==> src/rtl/rapid_pipe_stage.sv <==
// rapid_pipe_stage: valid/ready pipeline register with a 2-entry skid buffer,
// synchronous flush and a saturating counter of flush-killed entries.
// o_ready and o_valid are decoded from the state register only, so neither
// has a combinational path from i_ready or i_valid.
module rapid_pipe_stage #(
  parameter int DATA_W         = 32,
  parameter bit CLEAR_ON_FLUSH = 1'b1,
  parameter int CNT_W          = 16
) (
  input  logic              i_clk,
  input  logic              i_reset,
  input  logic              i_flush,
  input  logic              i_valid,
  output logic              o_ready,
  input  logic [DATA_W-1:0] i_data,
  output logic              o_valid,
  input  logic              i_ready,
  output logic [DATA_W-1:0] o_data,
  output logic [1:0]        o_occupancy,
  output logic [CNT_W-1:0]  o_flush_kills
);

  // EMPTY: nothing stored; BUSY: main valid; FULL: main (older) and skid (newer) valid.
  typedef enum logic [1:0] {
    ST_EMPTY = 2'd0,
    ST_BUSY  = 2'd1,
    ST_FULL  = 2'd2
  } state_t;

  // The sum is two bits wider than the counter so adding up to 2 cannot wrap
  // before the saturation compare.
  localparam logic [CNT_W+1:0] KILL_MAX = {2'b00, {CNT_W{1'b1}}};

  state_t              state_q, state_d;
  logic [DATA_W-1:0]   main_q, main_d;
  logic [DATA_W-1:0]   skid_q, skid_d;
  logic [CNT_W-1:0]    kills_q, kills_d;
  logic                accept, drain;
  logic [1:0]          kill_n;
  logic [CNT_W+1:0]    kill_sum;

  assign o_valid       = (state_q != ST_EMPTY);
  assign o_ready       = (state_q != ST_FULL);
  assign o_data        = main_q;
  assign o_flush_kills = kills_q;

  assign accept = i_valid & o_ready;
  assign drain  = o_valid & i_ready;

  // Occupancy decode from the state register.
  always_comb begin
    unique case (state_q)
      ST_BUSY: o_occupancy = 2'd1;
      ST_FULL: o_occupancy = 2'd2;
      default: o_occupancy = 2'd0;
    endcase
  end

  // Entries killed by a flush: everything stored except one that drains in
  // the same cycle (drain implies occupancy >= 1, so no underflow).
  always_comb begin
    kill_n   = o_occupancy - {1'b0, drain};
    kill_sum = {2'b00, kills_q} + {{CNT_W{1'b0}}, kill_n};
  end

  // Next-state and payload steering; flush overrides every handshake transition.
  always_comb begin
    // NOTE: every variable gets a default first so no path leaves one
    // unassigned, which would infer a latch.
    state_d = state_q;
    main_d  = main_q;
    skid_d  = skid_q;
    kills_d = kills_q;
    if (i_flush) begin
      state_d = ST_EMPTY;
      if (CLEAR_ON_FLUSH) begin
        main_d = '0;
        skid_d = '0;
      end
      kills_d = (kill_sum > KILL_MAX) ? {CNT_W{1'b1}} : kill_sum[CNT_W-1:0];
    end else begin
      unique case (state_q)
        ST_EMPTY: begin
          if (accept) begin
            state_d = ST_BUSY;
            main_d  = i_data;
          end
        end
        ST_BUSY: begin
          if (accept && drain) begin
            main_d = i_data;
          end else if (accept) begin
            state_d = ST_FULL;
            skid_d  = i_data;
          end else if (drain) begin
            state_d = ST_EMPTY;
          end
        end
        ST_FULL: begin
          if (drain) begin
            state_d = ST_BUSY;
            main_d  = skid_q;
          end
        end
        default: state_d = ST_EMPTY;
      endcase
    end
  end

  // State, payload and counter registers with asynchronous reset.
  always_ff @(posedge i_clk or posedge i_reset) begin
    if (i_reset) begin
      // NOTE: the payload registers are reset too, because o_data must read
      // zero out of reset and after a clearing flush.
      state_q <= ST_EMPTY;
      main_q  <= '0;
      skid_q  <= '0;
      kills_q <= '0;
    end else begin
      // NOTE: non-blocking assignments so all registers update from the
      // pre-edge values, independent of statement order.
      state_q <= state_d;
      main_q  <= main_d;
      skid_q  <= skid_d;
      kills_q <= kills_d;
    end
  end

endmodule

==> config.mk <==
export PLATFORM = sky130hd
export DESIGN_NAME = rapid_pipe_stage
export DESIGN_NICKNAME = d
export VERILOG_FILES = /design/src/rtl/rapid_pipe_stage.sv
export SDC_FILE = /design/constraint.sdc
export NUM_CORES = 1
export LEC_CHECK = 0
export CORE_MARGIN = 4
export CORE_UTILIZATION = 53
export CTS_BUF_LIST = sky130_fd_sc_hd__clkbuf_4 sky130_fd_sc_hd__clkbuf_8 sky130_fd_sc_hd__clkbuf_16
export DETAILED_ROUTE_END_ITERATION = 6
export HOLD_SLACK_MARGIN = 0.05
export PLACE_DENSITY = 0.83
export SLEW_MARGIN = 25
export SYNTH_ARGS = -nofsm -noshare
export SYNTH_HDL_FRONTEND = slang
export SYNTH_SLANG_ARGS = --single-unit
==> constraint.sdc <==
create_clock -name i_clk -period 6.85 [get_ports i_clk]
set_input_delay 1.7125 -clock i_clk [delete_from_list [all_inputs] [get_ports i_clk]]
set_output_delay 1.7125 -clock i_clk [all_outputs]
set_load 0.02 [all_outputs]
# After elaboration in Yosys (flattened, before gate mapping)
# Cells that the tools add are included.
[op_classes]
n_addsub = 2
n_eq_ne = 9
muxes = 17
bitwise = 2
n_lt_le_gt_ge = 1
reduce_logical = 9
[op_table]
columns = ["operator", "n"]
rows = [
  ["32-bit 2-to-1 mux", 7],
  ["32-bit one-hot mux with 3 select lines", 1],
  ["16-bit by 2-bit adder with 17-bit output", 1],
  ["17-bit by 16-bit > comparator with 1-bit output (second input constant)", 1],
  ["16-bit 2-to-1 mux", 1],
  ["2-bit 2-to-1 mux", 6],
  ["3-bit inequality test (second input constant)", 4],
  ["4-bit AND reduction", 2],
  ["2-bit one-hot mux with 3 select lines", 1],
  ["2-bit nonzero test", 3],
  ["2-bit inequality test (second input constant)", 2],
  ["4-bit inequality test (second input constant)", 1],
  ["2-bit one-hot mux with 2 select lines", 1],
  ["4-bit nonzero test", 1],
  ["3-bit AND reduction", 1],
  ["1-bit bitwise AND", 2],
  ["2-bit by 1-bit equality test with 1-bit output (second input constant)", 1],
  ["2-bit equality test (second input constant)", 1],
  ["2-bit zero test", 1],
  ["2-bit by 1-bit subtractor with 2-bit output", 1],
  ["1-bit logical AND", 1],
]
[word_totals]
word_cells = 44
register_bits = 82
output_inout_bits = 52
input_bits = 37

# Logic depth before layout (Yosys ltp)
[depth]
ltp_word = 7
ltp_mapped = 12
mapped_depth_nobuf = 12

# Worst setup path after synthesis
# Ideal clock, no wire load.
[synth_path]
kind = "input-to-reg"
startpoint = "input i_ready"
endpoint = "register kills_q[14] (netlist: o_flush_kills[14])"
path_stages = 10
path_buffers = 0
arrival_time_ns = 3.770
t_required_ns = 6.709
setup_time_ns = 0.141
slack_ns = 2.939
path_cell_list = "nor2b_1 ha_1 inv_1 ha_1 inv_1 fa_1 and3b_1 nor4b_1 and3_1 a31oi_1"
[synth_between]
elab_chain_len = 5
[synth_rtl]
columns = ["element", "line_no", "text"]
rows = [
  ["start, declared", "17", "input logic i_ready,"],
  ["1-bit bitwise AND *", "48", "assign drain = o_valid & i_ready;"],
  ["2-bit by 1-bit subtractor with 2-bit output *", "62", "kill_n = o_occupancy - {1'b0, drain};"],
  ["16-bit by 2-bit adder with 17-bit output *", "63", "kill_sum = {2'b00, kills_q} + {{CNT_W{1'b0}}, kill_n};"],
  ["17-bit by 16-bit > comparator with 1-bit output", "80", "kills_d = (kill_sum > KILL_MAX) ? {CNT_W{1'b1}} : kill_sum[CNT_W-1:0];"],
  ["16-bit 2-to-1 mux *", "80", ""],
  ["end signal, assigned", "125", "kills_q <= kills_d;"],
  ["end, declared", "37", "logic [CNT_W-1:0] kills_q, kills_d;"],
]
# Every way passes the cells marked *; elsewhere a longest branch is shown, timed or not.
# A chain may end at the register's enable or synchronous reset.

# Worst setup path in the final report
# Ends and elaborated chain as after synthesis.

==> results.cfg <==
[critical_path]
end_kind = flop
crit_path_top_delay_cell = clkdlybuf4s50_1
cp_cell_sequence = clkdlybuf4s50_1, nor2b_1, ha_1, inv_1, ha_1, inv_1, fa_1, and3b_1, nor4b_1, and3_1, a31oi_1
crit_required_ns = 7.07
worst-endpoint-arrival_ns = 4.60
cp-start-kind = input pin
cp_max_fo = 4
worstSetupPathType = in -> reg
critPathTopFamily = simple AND/OR/NAND/NOR gates
path_buf_inv = 3
max_stage_delay_ns = 0.51

[yosys]
synth_async_sr_flop_share = 1.00
postSynthCellCount = 407
synth_cell_types = 37
synth.avg_cell_area_um2 = 9.78
synth_compound_area_frac = 0.132
synthAdderAreaFrac = 0.0333
synth_top_flop_cell = dfrtp_1
yosys_warnings = 0
synth_mux_area_frac = 0.0861
synth_area_mm2 = 0.00398
synthXorXnorAreaFrac = 0.0198
synth_top_family_by_area = simple AND/OR/NAND/NOR gates
yosysSeqAreaShare = 0.515
yosys.area_share.simple = 0.168
synth_edf_count = 0
ys_seq_elements = 82
syn-num-nets = 454

[clocking]
cts_buffers = 9
ctsResizeCount = 0
cts_buffer_depth = 2
ctsHoldBuffers = 0
ctsHtreeMaxLevel = 3
cts_root_buf = clkbuf_8
clock_latency_ns = 0.36
cts_tree = yes
clk_pin_slew_ns = 0.08
clock_sinks = 82
post_cts_buffers = 0

[final_layout]
area_growth_pct = 28.8
drive_gt1_frac = 0.0611
final_nets = 533
num_antenna_cells = 0

[sta]
fin_tns_setup_ns = 0
rsz0062_at_grt = false
tightestPinTransition_ns = 0.729
fin_skew_ns = 0.00878
min_period_over_period = 0.639
finalHoldViolCount = 0
drv_slew = 0
setup_viol = 0
max_slew_margin = 0.514
fin_crit_ns = 4.38
fmax_ghz = 0.229

[detailed_routing]
firstDrtPassIters = 4
ant_nets = 0
vias = 3257
drt-total-wl_um = 9340
via_per_inst = 5.52
drtIter0Drc = 166
routedWlPerCell_um = 15.8
drc = 0

[placed_design]
routabilityCongestion = 0.859
portBuffers = 88
dp_hpwl_um = 6050

[min_path]
hold_path.class = reg -> reg

[pwr]
ir_drop_mv = 0.194
p_per_area_mw_per_mm2 = 302
p_total_mw = 1.55
p_leak_nw = 2.13

[die]
fp-row-count = 31
fp.coreArea_mm2 = 0.00729
die_w_um = 94.7
die_y_um = 94.7
io_pins = 89
start_util = 0.546
dieArea_mm2 = 0.00896

[run]
drv_cap = 0

[grt]
grt_pass1_vias = 3235
grt_overflow = 0
grt_pass1_wl_um = 15500
track_usage = 0.222
antenna_found_initial = 0
grt_max_degree = 83

[run_status]
outcome = completed
-- logic make-up (layout without fill, tap and decap cells) --
| family | Yosys count | after routing |
|---|---|---|
| buffers and inverters | 39 | 123 |
| XOR/XNOR | 9 | 9 |
| adder cells (fa/ha/maj) | 10 | 10 |
| multiplexers | 34 | 34 |
| AO/OA/AOI/OAI | 81 | 81 |
| AND/OR/NAND/NOR | 152 | 152 |
| flip-flops | 82 | 82 |
-- path summary, 6_finish.rpt --
check | from | to | slack (ns) | cells after the start
worst min register to register | skid_q[10] | skid_q[10] | 0.52 | 2
worst max register to register | state_q[0] | o_flush_kills[14] | 3.58 | 12
max in group asynchronous | i_reset | o_data[24] | 4.49 | 3
worst max-delay path | i_ready | o_flush_kills[14] | 2.47 | 11
worst min-delay path | skid_q[10] | skid_q[10] | 0.52 | 2
min in group asynchronous | i_reset | o_flush_kills[13] | 1.86 | 3
-- final cells by class --
class,count,area (um2)
Fill cell,576,2170
Clock buffer,10,131
Timing Repair Buffer,94,925
Inverter,13,50.0
Multi-Input combinational cell,286,1750
Sequential cell,82,2050
Tap cell,99,124
Clock inverter,6,90.1
-- power by group --
| part | internal, mW | switching, mW | total, mW |
|---|---|---|---|
| registers | 0.563 | 0.0644 | 0.627 |
| clock network | 0.211 | 0.177 | 0.388 |
| logic | 0.235 | 0.296 | 0.531 |
-- metal layers --
layer / part of all wire / wire length, um / vias to the layer above / GRT usage
li1: - / - / 1567 / -
met1: 0.43 / 3970 / 1577 / 0.290
met2: 0.49 / 4590 / 99 / 0.356
met3: 0.068 / 636 / 14 / 0.0637
met4: 0.015 / 141 / 0 / 0.0745
met5: 0 / 0 / - / 0
-- cells in the final DEF (no fill, tap or decap), types with 3 or more instances in the layout --
cell type and n:
a211oi_1 32, a21oi_1 37, a31oi_1 4, buf_4 5, clkbuf_8 9, clkdlybuf4s50_1 87, dfrtp_1 82, ha_1 8
inv_1 12, mux2i_1 32, nand2_1 79, nand2b_1 3, nand3_1 3, nand4_1 8, nor2_1 39, nor3_1 3
nor4_1 4, xnor2_1 6, xor2_1 3
-- tightest hold or removal path, stage by stage, from the launching register on --
cell	delay [ns]
dfrtp_1	0.38
nand2_1	0.06
a21oi_1	0.05
-- cell usage after synthesis (2+ instances only) --
cell	instances	share of area
dfrtp_1	82	0.52
nand2_1	79	0.074
nor2_1	39	0.037
a21oi_1	37	0.047
a211oi_1	32	0.060
mux2i_1	32	0.080
clkbuf_1	14	0.013
inv_1	13	0.012
ha_1	9	0.028
nand4_1	8	0.013
buf_2	6	0.0075
xnor2_1	6	0.013
a31oi_1	4	0.0063
nor4_1	4	0.0063
buf_6	3	0.0085
nand2b_1	3	0.0047
nand3_1	3	0.0038
nor2b_1	3	0.0047
nor3_1	3	0.0038
xor2_1	3	0.0066
and3_1	2	0.0031
and3b_1	2	0.0044
buf_1	2	0.0019
mux2_2	2	0.0057
o21ai_0	2	0.0025
or4_1	2	0.0038
or4bb_1	2	0.0057
-- stage by stage --
stage	hold slack [ns]	utilization	instances	area (um2)	setup slack, ns
3_3_place_gp	0.509	0.672	574	4900	2.19
4_1_cts	0.526	0.702	590	5120	2.48
5_1_grt	0.548	0.703	590	5130	2.24
6_report	0.523	0.703	590	5130	2.47
3_5_place_dp	0.515	0.672	574	4900	2.11
2_1_floorplan	0.501	-	407	3980	2.94
-- state kept, by name (all words and copies together), names as in the netlist --
name	flops
o_flush_kills	16
o_data	32
skid_q	32
state_q	2
Power figures use the tool's default switching activity.
